$ cat src/rtl/uart_pkg.sv
// Shared UART definitions: FSM state encoding, default oversampling ratio
// and the parity helper. Used by both the transmitter and the receiver so
// that loopback needs no glue logic.
package uart_pkg;

  // FSM state encoding, identical on the TX and RX side.
  typedef enum logic [2:0] {
    ST_IDLE   = 3'd0,
    ST_START  = 3'd1,
    ST_DATA   = 3'd2,
    ST_PARITY = 3'd3,
    ST_STOP   = 3'd4
  } uart_state_e;

  // Baud ticks per bit time.
  localparam int unsigned DEFAULT_OVERSAMPLE = 16;

  // Expected parity bit: odd selects odd parity, 0 selects even parity.
  function automatic logic parity_bit(input logic [7:0] data, input logic odd);
    return odd ^ (^data);
  endfunction

endpackage

$ cat src/rtl/uart_rx_fifo.sv
// Synchronous show-ahead FIFO. The head entry is always presented on data_o
// (zero when empty). A push into a full FIFO is accepted only if a pop
// happens in the same cycle. DEPTH must be a power of two so the pointers
// wrap naturally.
module uart_rx_fifo #(
  parameter int unsigned DEPTH = 16,
  parameter int unsigned WIDTH = 8
) (
  input  logic                     clk,
  input  logic                     rst_n,
  input  logic                     clear_i,
  input  logic                     push_i,
  input  logic [WIDTH-1:0]         data_i,
  input  logic                     pop_i,
  output logic [WIDTH-1:0]         data_o,
  output logic                     empty_o,
  output logic                     full_o,
  output logic [$clog2(DEPTH):0]   count_o
);

  localparam int unsigned AW = $clog2(DEPTH);
  localparam logic [AW:0] CNT_ONE  = (AW+1)'(1);
  localparam logic [AW:0] CNT_FULL = (AW+1)'(DEPTH);

  logic [WIDTH-1:0] mem_q [DEPTH];
  logic [AW-1:0]    wr_ptr_q, wr_ptr_d;
  logic [AW-1:0]    rd_ptr_q, rd_ptr_d;
  logic [AW:0]      count_q, count_d;
  logic             do_push, do_pop;

  assign empty_o = (count_q == '0);
  assign full_o  = (count_q == CNT_FULL);
  assign count_o = count_q;
  assign data_o  = empty_o ? '0 : mem_q[rd_ptr_q];

  // A pop frees a slot in the same cycle, so a full FIFO can still take a push.
  assign do_pop  = pop_i && !empty_o;
  assign do_push = push_i && (!full_o || do_pop);

  // Next pointer and occupancy values.
  always_comb begin
    wr_ptr_d = wr_ptr_q;
    rd_ptr_d = rd_ptr_q;
    count_d  = count_q;
    if (do_push) wr_ptr_d = wr_ptr_q + AW'(1);
    if (do_pop)  rd_ptr_d = rd_ptr_q + AW'(1);
    case ({do_push, do_pop})
      2'b10:   count_d = count_q + CNT_ONE;
      2'b01:   count_d = count_q - CNT_ONE;
      default: count_d = count_q;
    endcase
  end

  // Pointer and count registers; clear_i empties the FIFO synchronously.
  always_ff @(posedge clk or negedge rst_n) begin
    if (!rst_n) begin
      wr_ptr_q <= '0;
      rd_ptr_q <= '0;
      count_q  <= '0;
    end else if (clear_i) begin
      wr_ptr_q <= '0;
      rd_ptr_q <= '0;
      count_q  <= '0;
    end else begin
      wr_ptr_q <= wr_ptr_d;
      rd_ptr_q <= rd_ptr_d;
      count_q  <= count_d;
    end
  end

  // Storage array; contents are don't-care until written, data_o masks empty.
  always_ff @(posedge clk) begin
    if (do_push && !clear_i) mem_q[wr_ptr_q] <= data_i;
  end

endmodule

$ cat src/rtl/uart_receiver.sv
// UART receive stage: synchronises rx, samples each bit at mid-bit using
// the oversampling tick, checks optional parity and the stop bit, and
// buffers good bytes in a show-ahead FIFO. Bad frames are dropped with a
// one-cycle error pulse. FIFO_DEPTH must be a power of two; OVERSAMPLE must
// be even and at least 4.
module uart_receiver
  import uart_pkg::*;
#(
  parameter int unsigned FIFO_DEPTH = 16,
  parameter int unsigned OVERSAMPLE = DEFAULT_OVERSAMPLE
) (
  input  logic                          clk,
  input  logic                          rst_n,
  input  logic                          enable,
  input  logic                          tick_16x,
  input  logic                          rx,
  input  logic                          parity_enable,
  input  logic                          parity_odd_even,
  input  logic                          rx_read,
  output logic [7:0]                    rx_data,
  output logic                          rx_valid,
  output logic [$clog2(FIFO_DEPTH):0]   fifo_count,
  output logic                          parity_err,
  output logic                          frame_err,
  output logic                          overrun,
  output logic                          busy,
  output logic [2:0]                    current_state
);

  localparam int unsigned SW = $clog2(OVERSAMPLE);
  localparam logic [SW-1:0] SCNT_MID  = SW'(OVERSAMPLE / 2 - 1);
  localparam logic [SW-1:0] SCNT_LAST = SW'(OVERSAMPLE - 1);

  logic              rx_meta_q, rx_s_q;
  uart_state_e       state_q, state_d;
  logic [SW-1:0]     scnt_q, scnt_d;
  logic [2:0]        bit_idx_q, bit_idx_d;
  logic [7:0]        shreg_q, shreg_d;
  logic              par_en_q, par_en_d;
  logic              par_odd_q, par_odd_d;
  logic              par_bad_q, par_bad_d;
  logic              parity_err_q, parity_err_d;
  logic              frame_err_q, frame_err_d;
  logic              overrun_q, overrun_d;
  logic              push;
  logic              fifo_empty, fifo_full;

  // Two-flop synchroniser for the asynchronous serial line (idles high).
  always_ff @(posedge clk or negedge rst_n) begin
    if (!rst_n) begin
      rx_meta_q <= 1'b1;
      rx_s_q    <= 1'b1;
    end else if (!enable) begin
      rx_meta_q <= 1'b1;
      rx_s_q    <= 1'b1;
    end else begin
      rx_meta_q <= rx;
      rx_s_q    <= rx_meta_q;
    end
  end

  // Next-state and datapath logic; everything advances only on a baud tick.
  always_comb begin
    state_d      = state_q;
    scnt_d       = scnt_q;
    bit_idx_d    = bit_idx_q;
    shreg_d      = shreg_q;
    par_en_d     = par_en_q;
    par_odd_d    = par_odd_q;
    par_bad_d    = par_bad_q;
    parity_err_d = 1'b0;
    frame_err_d  = 1'b0;
    push         = 1'b0;
    if (tick_16x) begin
      case (state_q)
        ST_IDLE: begin
          if (!rx_s_q) begin
            scnt_d    = '0;
            par_en_d  = parity_enable;
            par_odd_d = parity_odd_even;
            par_bad_d = 1'b0;
            state_d   = ST_START;
          end
        end
        ST_START: begin
          if (scnt_q == SCNT_MID) begin
            if (!rx_s_q) begin
              scnt_d    = '0;
              bit_idx_d = '0;
              state_d   = ST_DATA;
            end else begin
              // Start bit did not hold to mid-bit: treat as line noise.
              state_d = ST_IDLE;
            end
          end else begin
            scnt_d = scnt_q + SW'(1);
          end
        end
        ST_DATA: begin
          if (scnt_q == SCNT_LAST) begin
            shreg_d   = {rx_s_q, shreg_q[7:1]};
            scnt_d    = '0;
            bit_idx_d = bit_idx_q + 3'd1;
            if (bit_idx_q == 3'd7) state_d = par_en_q ? ST_PARITY : ST_STOP;
          end else begin
            scnt_d = scnt_q + SW'(1);
          end
        end
        ST_PARITY: begin
          if (scnt_q == SCNT_LAST) begin
            par_bad_d = (rx_s_q != parity_bit(shreg_q, par_odd_q));
            scnt_d    = '0;
            state_d   = ST_STOP;
          end else begin
            scnt_d = scnt_q + SW'(1);
          end
        end
        ST_STOP: begin
          if (scnt_q == SCNT_LAST) begin
            // Framing error outranks parity error; only clean frames are kept.
            if (!rx_s_q)        frame_err_d  = 1'b1;
            else if (par_bad_q) parity_err_d = 1'b1;
            else                push         = 1'b1;
            state_d = ST_IDLE;
          end else begin
            scnt_d = scnt_q + SW'(1);
          end
        end
        default: state_d = ST_IDLE;
      endcase
    end
  end

  // A good byte is lost only if the FIFO is full and nobody pops this cycle.
  assign overrun_d = push && fifo_full && !rx_read;

  // FSM, datapath and error-flag registers; enable low acts as a clear.
  always_ff @(posedge clk or negedge rst_n) begin
    if (!rst_n) begin
      state_q      <= ST_IDLE;
      scnt_q       <= '0;
      bit_idx_q    <= '0;
      shreg_q      <= '0;
      par_en_q     <= 1'b0;
      par_odd_q    <= 1'b0;
      par_bad_q    <= 1'b0;
      parity_err_q <= 1'b0;
      frame_err_q  <= 1'b0;
      overrun_q    <= 1'b0;
    end else if (!enable) begin
      state_q      <= ST_IDLE;
      scnt_q       <= '0;
      bit_idx_q    <= '0;
      shreg_q      <= '0;
      par_en_q     <= 1'b0;
      par_odd_q    <= 1'b0;
      par_bad_q    <= 1'b0;
      parity_err_q <= 1'b0;
      frame_err_q  <= 1'b0;
      overrun_q    <= 1'b0;
    end else begin
      state_q      <= state_d;
      scnt_q       <= scnt_d;
      bit_idx_q    <= bit_idx_d;
      shreg_q      <= shreg_d;
      par_en_q     <= par_en_d;
      par_odd_q    <= par_odd_d;
      par_bad_q    <= par_bad_d;
      parity_err_q <= parity_err_d;
      frame_err_q  <= frame_err_d;
      overrun_q    <= overrun_d;
    end
  end

  uart_rx_fifo #(
    .DEPTH (FIFO_DEPTH),
    .WIDTH (8)
  ) u_fifo (
    .clk     (clk),
    .rst_n   (rst_n),
    .clear_i (!enable),
    .push_i  (push),
    .data_i  (shreg_q),
    .pop_i   (rx_read),
    .data_o  (rx_data),
    .empty_o (fifo_empty),
    .full_o  (fifo_full),
    .count_o (fifo_count)
  );

  assign rx_valid      = !fifo_empty;
  assign parity_err    = parity_err_q;
  assign frame_err     = frame_err_q;
  assign overrun       = overrun_q;
  assign busy          = (state_q != ST_IDLE);
  assign current_state = state_q;

endmodule

$ cat config.mk
export PLATFORM = sky130hd
export DESIGN_NAME = uart_receiver
export DESIGN_NICKNAME = d
export VERILOG_FILES = /design/src/rtl/uart_pkg.sv /design/src/rtl/uart_rx_fifo.sv /design/src/rtl/uart_receiver.sv
export SDC_FILE = /design/constraint.sdc
export NUM_CORES = 1
export LEC_CHECK = 0
export BUFFER_PORTS_ARGS = -buffer_cell sky130_fd_sc_hd__buf_2
export CAP_MARGIN = 15
export CORE_MARGIN = 1
export CORE_UTILIZATION = 35
export DETAILED_ROUTE_END_ITERATION = 10
export GPL_TIMING_DRIVEN = 1
export PLACE_DENSITY = 0.61
export SYNTH_ARGS = -nofsm -noshare
export SYNTH_HDL_FRONTEND = slang
export SYNTH_SLANG_ARGS = --single-unit
export TNS_END_PERCENT = 100
$ cat constraint.sdc
create_clock -name clk -period 3.4 [get_ports clk]
set_input_delay 0.51 -clock clk [delete_from_list [all_inputs] [get_ports clk]]
set_output_delay 0.51 -clock clk [all_outputs]
set_load 0.05 [all_outputs]
# Word-level counts from Yosys, hierarchy flattened
# Memory sizes are Yosys's and may differ from the RTL's.
# Cells that the tools add are included.
# word_totals
regBits	39
inputBits	8
romBits	0
n_memories	1
ramBits	128
latchBits	0
# classes
bitwise	1
div_mod_pow	0
mul	0
eq_ne	30
n_lt_le_gt_ge	0
n_reduce_logical	20
add_sub_neg	6
muxes	69
n_shift	0
# mem_list
name	depth	width	rd	rd_clocked_by_memory_dff	wr	line_no	source
u_fifo.mem_q	16	8	1	0	1	uart_rx_fifo.sv:25	logic [WIDTH-1:0] mem_q [DEPTH];
# ops
op	n
2-to-1 mux 3 bit	14
2-to-1 mux 4 bit	10
2-to-1 mux 8 bit	5
2-to-1 mux 1 bit	33
!= test 3 bit (second input constant)	8
case mux 4 bit (4 select lines)	1
case mux 3 bit (5 select lines)	1
adder 4 x 1 -> 4 bit (second input constant)	3
!= test 2 x 1 -> 1 bit (second input constant)	6
case mux 5 bit (2 select lines)	1
!= test 3 x 1 -> 1 bit (second input constant)	3
AND reduction 3 bit	3
XOR reduction 8 bit	1
AND reduction 7 bit	1
equality test 3 x 2 -> 1 bit (second input constant)	2
equality test 3 bit (second input constant)	2
case mux 3 bit (2 select lines)	1
adder 5 x 1 -> 5 bit (second input constant)	1
equality test 5 bit (second input constant)	1
logical AND 1 bit	5
zero test 5 bit	1
2-to-1 mux 5 bit	1
!= test 5 x 2 -> 1 bit (second input constant)	1
AND reduction 5 bit	1
18 further kinds	20

# Longest topological paths before layout
# logic_depth
depth_word	9
depth_mapped	12

# By module
# Synthesis repeated with hierarchy kept, for this count alone.
# hier_totals
cells_unflattened	473
area_unflattened_um2	7404.6
# modules_own_cells
module	seq_area_each_um2	cells_each	area_per_inst_um2	n_inst
uart_rx_fifo	4169.0	314	5854.4	1
uart_receiver	653.1	159	1550.2	1

# Worst setup path after synthesis
# OpenSTA, ideal clock, no wires.
# synth_timing
path_type	register to register
from	register state_q[1] (netlist: current_state[1])
to	register u_fifo.count_q[4] (netlist: u_fifo.count_o[4])
path_slack_ns	0.552
stages_incl_launch_ff	13
setup_ns	0.082
arrival_time_ns	2.766
path_cell_list	dfrtp_1 > buf_6 > nand4bb_4 > or3_1 > buf_2 > nand2_1 > nor2_1 > fa_1 > a21o_1 > a21oi_1 > or3_1 > nand3_1 > a31oi_1
# synth_via
elab_chain_len	7
word_cells_on_any_way	9
classes_between	4 x eq/ne; 4 x mux; 1 x reduce/logical
# synth_rtl
element	line_no	source
start, declared	uart_receiver.sv:35	uart_state_e state_q, state_d;
start signal, assigned	uart_receiver.sv:162	state_q <= state_d;
equality test 3 bit (*)	uart_receiver.sv:75	case (state_q)
2-to-1 mux 1 bit (*)	uart_receiver.sv:75	
2-to-1 mux 1 bit (*)	uart_receiver.sv:74	if (tick_16x) begin
logical AND 1 bit (*)	uart_rx_fifo.sv:38	assign do_push = push_i && (!full_o || do_pop);
equality test 2 x 1 -> 1 bit or equality test 2 bit (tied branches)	uart_rx_fifo.sv:47	case ({do_push, do_pop})
case mux 5 bit (2 select lines)	uart_rx_fifo.sv:47	
2-to-1 mux 5 bit	uart_rx_fifo.sv:60	end else if (clear_i) begin
end signal, assigned	uart_rx_fifo.sv:67	count_q <= count_d;
end, declared	uart_rx_fifo.sv:28	logic [AW:0] count_q, count_d;
# Every way passes the cells marked *; elsewhere a longest branch is shown, timed or not.
# A chain may end at the register's enable or synchronous reset.

# Final worst setup path
# layout_timing
from	register u_fifo.rd_ptr_q[0]
to	output rx_data[6]
# layout_via
elab_chain_len	2
# layout_rtl
element	line_no	source
start, declared	uart_rx_fifo.sv:27	logic [AW-1:0] rd_ptr_q, rd_ptr_d;
start signal, assigned	uart_rx_fifo.sv:66	rd_ptr_q <= rd_ptr_d;
memory (16 x 8 bit)	n/a	
2-to-1 mux 8 bit	uart_rx_fifo.sv:34	assign data_o = empty_o ? '0 : mem_q[rd_ptr_q];
end, declared	uart_receiver.sv:20	output logic [7:0] rx_data,
# No other way between the ends.

==> results.md <==
STA:
- The ratio of final minimum period to clock period is approximately 91%.
- The maximum clock skew at final layout is 0.01227 ns.
- The number of hold-slack violations in the final timing report was 0.
- The number of setup violations in the final report is 0.
- The top achievable clock speed is between 300 and 400 MHz.
- For the pin with the worst max-slew slack, the measured transition is about 0.9 ns.
- The max-slew violation total from the final report is 0.
- In this run the tightest slew margin relative to its limit is roughly two fifths.
- The worst path needs between 3 and 4 ns of the cycle, external delays included.
- The total negative setup slack is 0 ns.
- Setup repair after global routing left no endpoint under its margin.

Global routing:
- Global routing finished with a remaining overflow of 0.
- Global routing consumed, over all layers together, between 10% and 20% of the routing resources.
- The number of global-route vias before repair is around 4.3k.
- The first global-routing pass estimated around 24000 microns of wire.
- The number of antenna violations at the first check in global routing is 0.
- The largest net degree at the start of global routing is 40.

Setup path:
- Data on the critical path is required at its endpoint by about 2.9 ns.
- The worst setup path is of the register to output port kind.
- The critical path arrival is 2.58 ns.
- STA classifies the critical path startpoint as a register.
- The worst-path maximum fanout is 35.
- The element type at the critical path end is an output port.

Clock network:
- Clock latency on the worst-skew pair, taken at its later pin, is between 0.4 and 0.5 ns.
- Hold repair after CTS inserted 0 buffers.
- Gates resized during post-CTS repair numbered 0.
- TritonCTS built the clock tree.
- The clock tree buffer depth is 2.
- The tree built by TritonCTS fans out to approximately 170 sinks.
- The count of buffers added by post-CTS timing repair for setup is 0.
- The clock transition at the register clock pins on the worst setup and hold paths after CTS is 0.06 ns.
- The tree is rooted in a clkbuf_16.
- The H-tree depth is 4.
- The total CTS buffers is 17.

Power and ir drop:
- Total power for the finished layout comes to ~5.5 mW.
- In this run the power density over the cells is 643.5 nW/um^2.
- Across the VDD grid, the largest voltage drop is roughly 340 uV.
- The leakage power is approximately 3.0 nW.

Route:
- In the routed design, unresolved DRC markers number 0.
- Dividing the detail-routed wire length by the instance count gives between 15 and 20 microns.
- The first-pass iteration count of the detailed router is 5.
- Summed over all layers, the routed wires come to approximately 15000 microns.
- The post-detailed-route via-to-cell ratio is just over 5.
- The final route contains approximately 4.2k vias.
- The iteration-0 DRC count of the detailed router is around 360.
- The detail route stage leaves a number of antenna-violating nets equal to 0.

Cells and area:
- Of the cells placed in the final design, the portion with a size suffix greater than 1 is about a fifth.
- The signed area change from the synthesized netlist to the final layout is 14.29%.
- The repair_antennas step left the layout with diodes totalling 0.
- The net total in the final layout is roughly 540.
- For this run, the share of the core covered by cells in the final layout is between 40% and 50%.

Floorplan:
- The area enclosed by the die boundary is 21900 sq um.
- The starting utilization of the core area is 35.60%.
- For this design the top-level I/O count stands at 29.
- In this run the standard cell core region covers around 21000 sq um.
- The cell row count is 53.
- The floorplan step set the die height to 148.0 microns.
- Measured along the x axis, the die boundary spans between 100 and 150 microns.

Logic synthesis:
- The most used flip-flop cell after synthesis is edfxtp_1.
- The fraction of synthesis flops using an asynchronous set or reset pin is between 20% and 30%.
- The synthesized netlist net count is 494.
- The number of synthesis warnings is 0.
- The synthesized design contains 167 register bits.
- The mapped cell area is ~7500 sq um.
- Ranked by instance count, the synthesized netlist is headed by 128 x edfxtp_1, 37 x dfrtp_1, 34 x nor2_1.
- The share of the yosys chip area belonging to registers is roughly 65%.
- The biggest area contributor in the post-synthesis netlist is edfxtp_1.
- The count of mapped cells out of synthesis is about 470.
- The area share of the largest cell type after synthesis is about half.
- The number of distinct library cells after synthesis is 56.
- Ranked by total cell area, the synthesized netlist is headed by edfxtp_1 52%, dfrtp_1 12%, mux4_1 6.7%.
- The most numerous cell in the Yosys netlist is edfxtp_1.
- The synthesized area divided by synthesized cell count is about 16 sq um.
- The number of enable flip-flop cells after synthesis is 128.

Placed design:
- The estimated wirelength of the detail-placed design is between 9000 and 10000 microns.
- The global placer's final weighted congestion is 0.8761.
- The number of buffers added on ports is 28.

Run:
- Across the run, the number of max-cap violations was 0.

Hold path:
- The path type of the worst min-delay path is input pin to asynchronous set/reset pin.

Outcome:
- The flow ran to the end, and the final reports show no timing, DRC or antenna violations.
registers in the layout (all words and copies together) (netlist names):
name             count
rx_s_q               1
u_fifo.count_o       5
u_fifo.wr_ptr_q      4
par_bad_q            1
u_fifo.rd_ptr_q      4
rx_meta_q            1
par_odd_q            1
current_state        3
scnt_q               4
shreg_q              8
bit_idx_q            3
overrun              1
u_fifo.mem_q       128
parity_err           1
par_en_q             1
frame_err            1
layout make-up:
class / instances / area [sq um]
inverter: 21 / 78.83
clock inverter: 12 / 166.4
sequential: 167 / 4823
tap: 275 / 344.1
timing repair buffer: 48 / 302.8
multi-input combinational: 261 / 2381
fill: 1935 / 12430
clock buffer: 18 / 429.2
logic make-up (layout without fill, tap and decap cells):
group                    Yosys count  count (layout)  synth area share, %
AO/OA/AOI/OAI                     54              54                4.831
XOR/XNOR                          18              18                2.113
adder cells (fa/ha/maj)           12              12                2.113
buffers and inverters             46              99                3.438
flip-flops                       167             167                64.64
multiplexers                      45              45                13.79
AND/OR/NAND/NOR                  132             132                9.075
critical path, cell delays in order (launching register included):
cell and delay [ns]:
dfrtp_2 0.37, buf_12 0.26, mux4_1 0.67, mux4_2 0.48
and2_1 0.16, buf_2 0.20
stage by stage:
step / std cells / hold slack (ns) / setup slack, ns / area, sq um
6_report: 802 / 0.2259 / 0.3147 / 8526
5_1_grt: 802 / 0.2839 / 0.1330 / 8526
4_1_cts: 802 / 0.2430 / 0.2697 / 8526
3_5_place_dp: 772 / 0.4781 / 0.5198 / 7930
3_3_place_gp: 772 / 0.4766 / 0.5990 / 7930
2_1_floorplan: 474 / 0.2144 / 0.5519 / 7460
placed cells by master (no fill, tap or decap), drive strengths merged, types with 10 or more instances in the layout:
master	netlist	final
inv	21	27
ha	11	11
nand2b	12	12
clkbuf	9	18
edfxtp	128	128
nor2	34	34
nand2	24	24
nand3	20	20
nor3	10	10
buf	16	48
o21ai	21	21
xnor2	14	14
dfrtp	37	37
mux4	40	40
final timing paths:
kind | end | cells after the start | start | slack (ns)
max in group asynchronous | u_fifo.rd_ptr_q[0] | 1 | rst_n | 2.55
max | rx_data[6] | 5 | u_fifo.rd_ptr_q[0] | 0.31
min in group clk | rx_meta_q | 2 | rx | 0.28
min | current_state[2] | 1 | rst_n | 0.23
max reg2reg | u_fifo.count_o[4] | 10 | current_state[1] | 0.42
min reg2reg | rx_s_q | 1 | rx_meta_q | 0.49
routing by layer:
metal	wire, microns	track usage, %	vias to the layer above
met5	0	0	-
met4	103	3.608	0
met3	671	3.765	11
met2	7829	25.47	114
met1	6722	19.16	2137
li1	-	-	1906
power breakdown:
group / switching [mW] / total (mW) / leakage, nW / internal, mW
clock network: 0.803 / 1.97 / 0.292 / 1.16
registers: 0.0684 / 2.30 / 1.71 / 2.23
logic: 0.814 / 1.22 / 1.04 / 0.408
total: 1.69 / 5.49 / 3.04 / 3.80
Power figures use the tool's default switching activity.
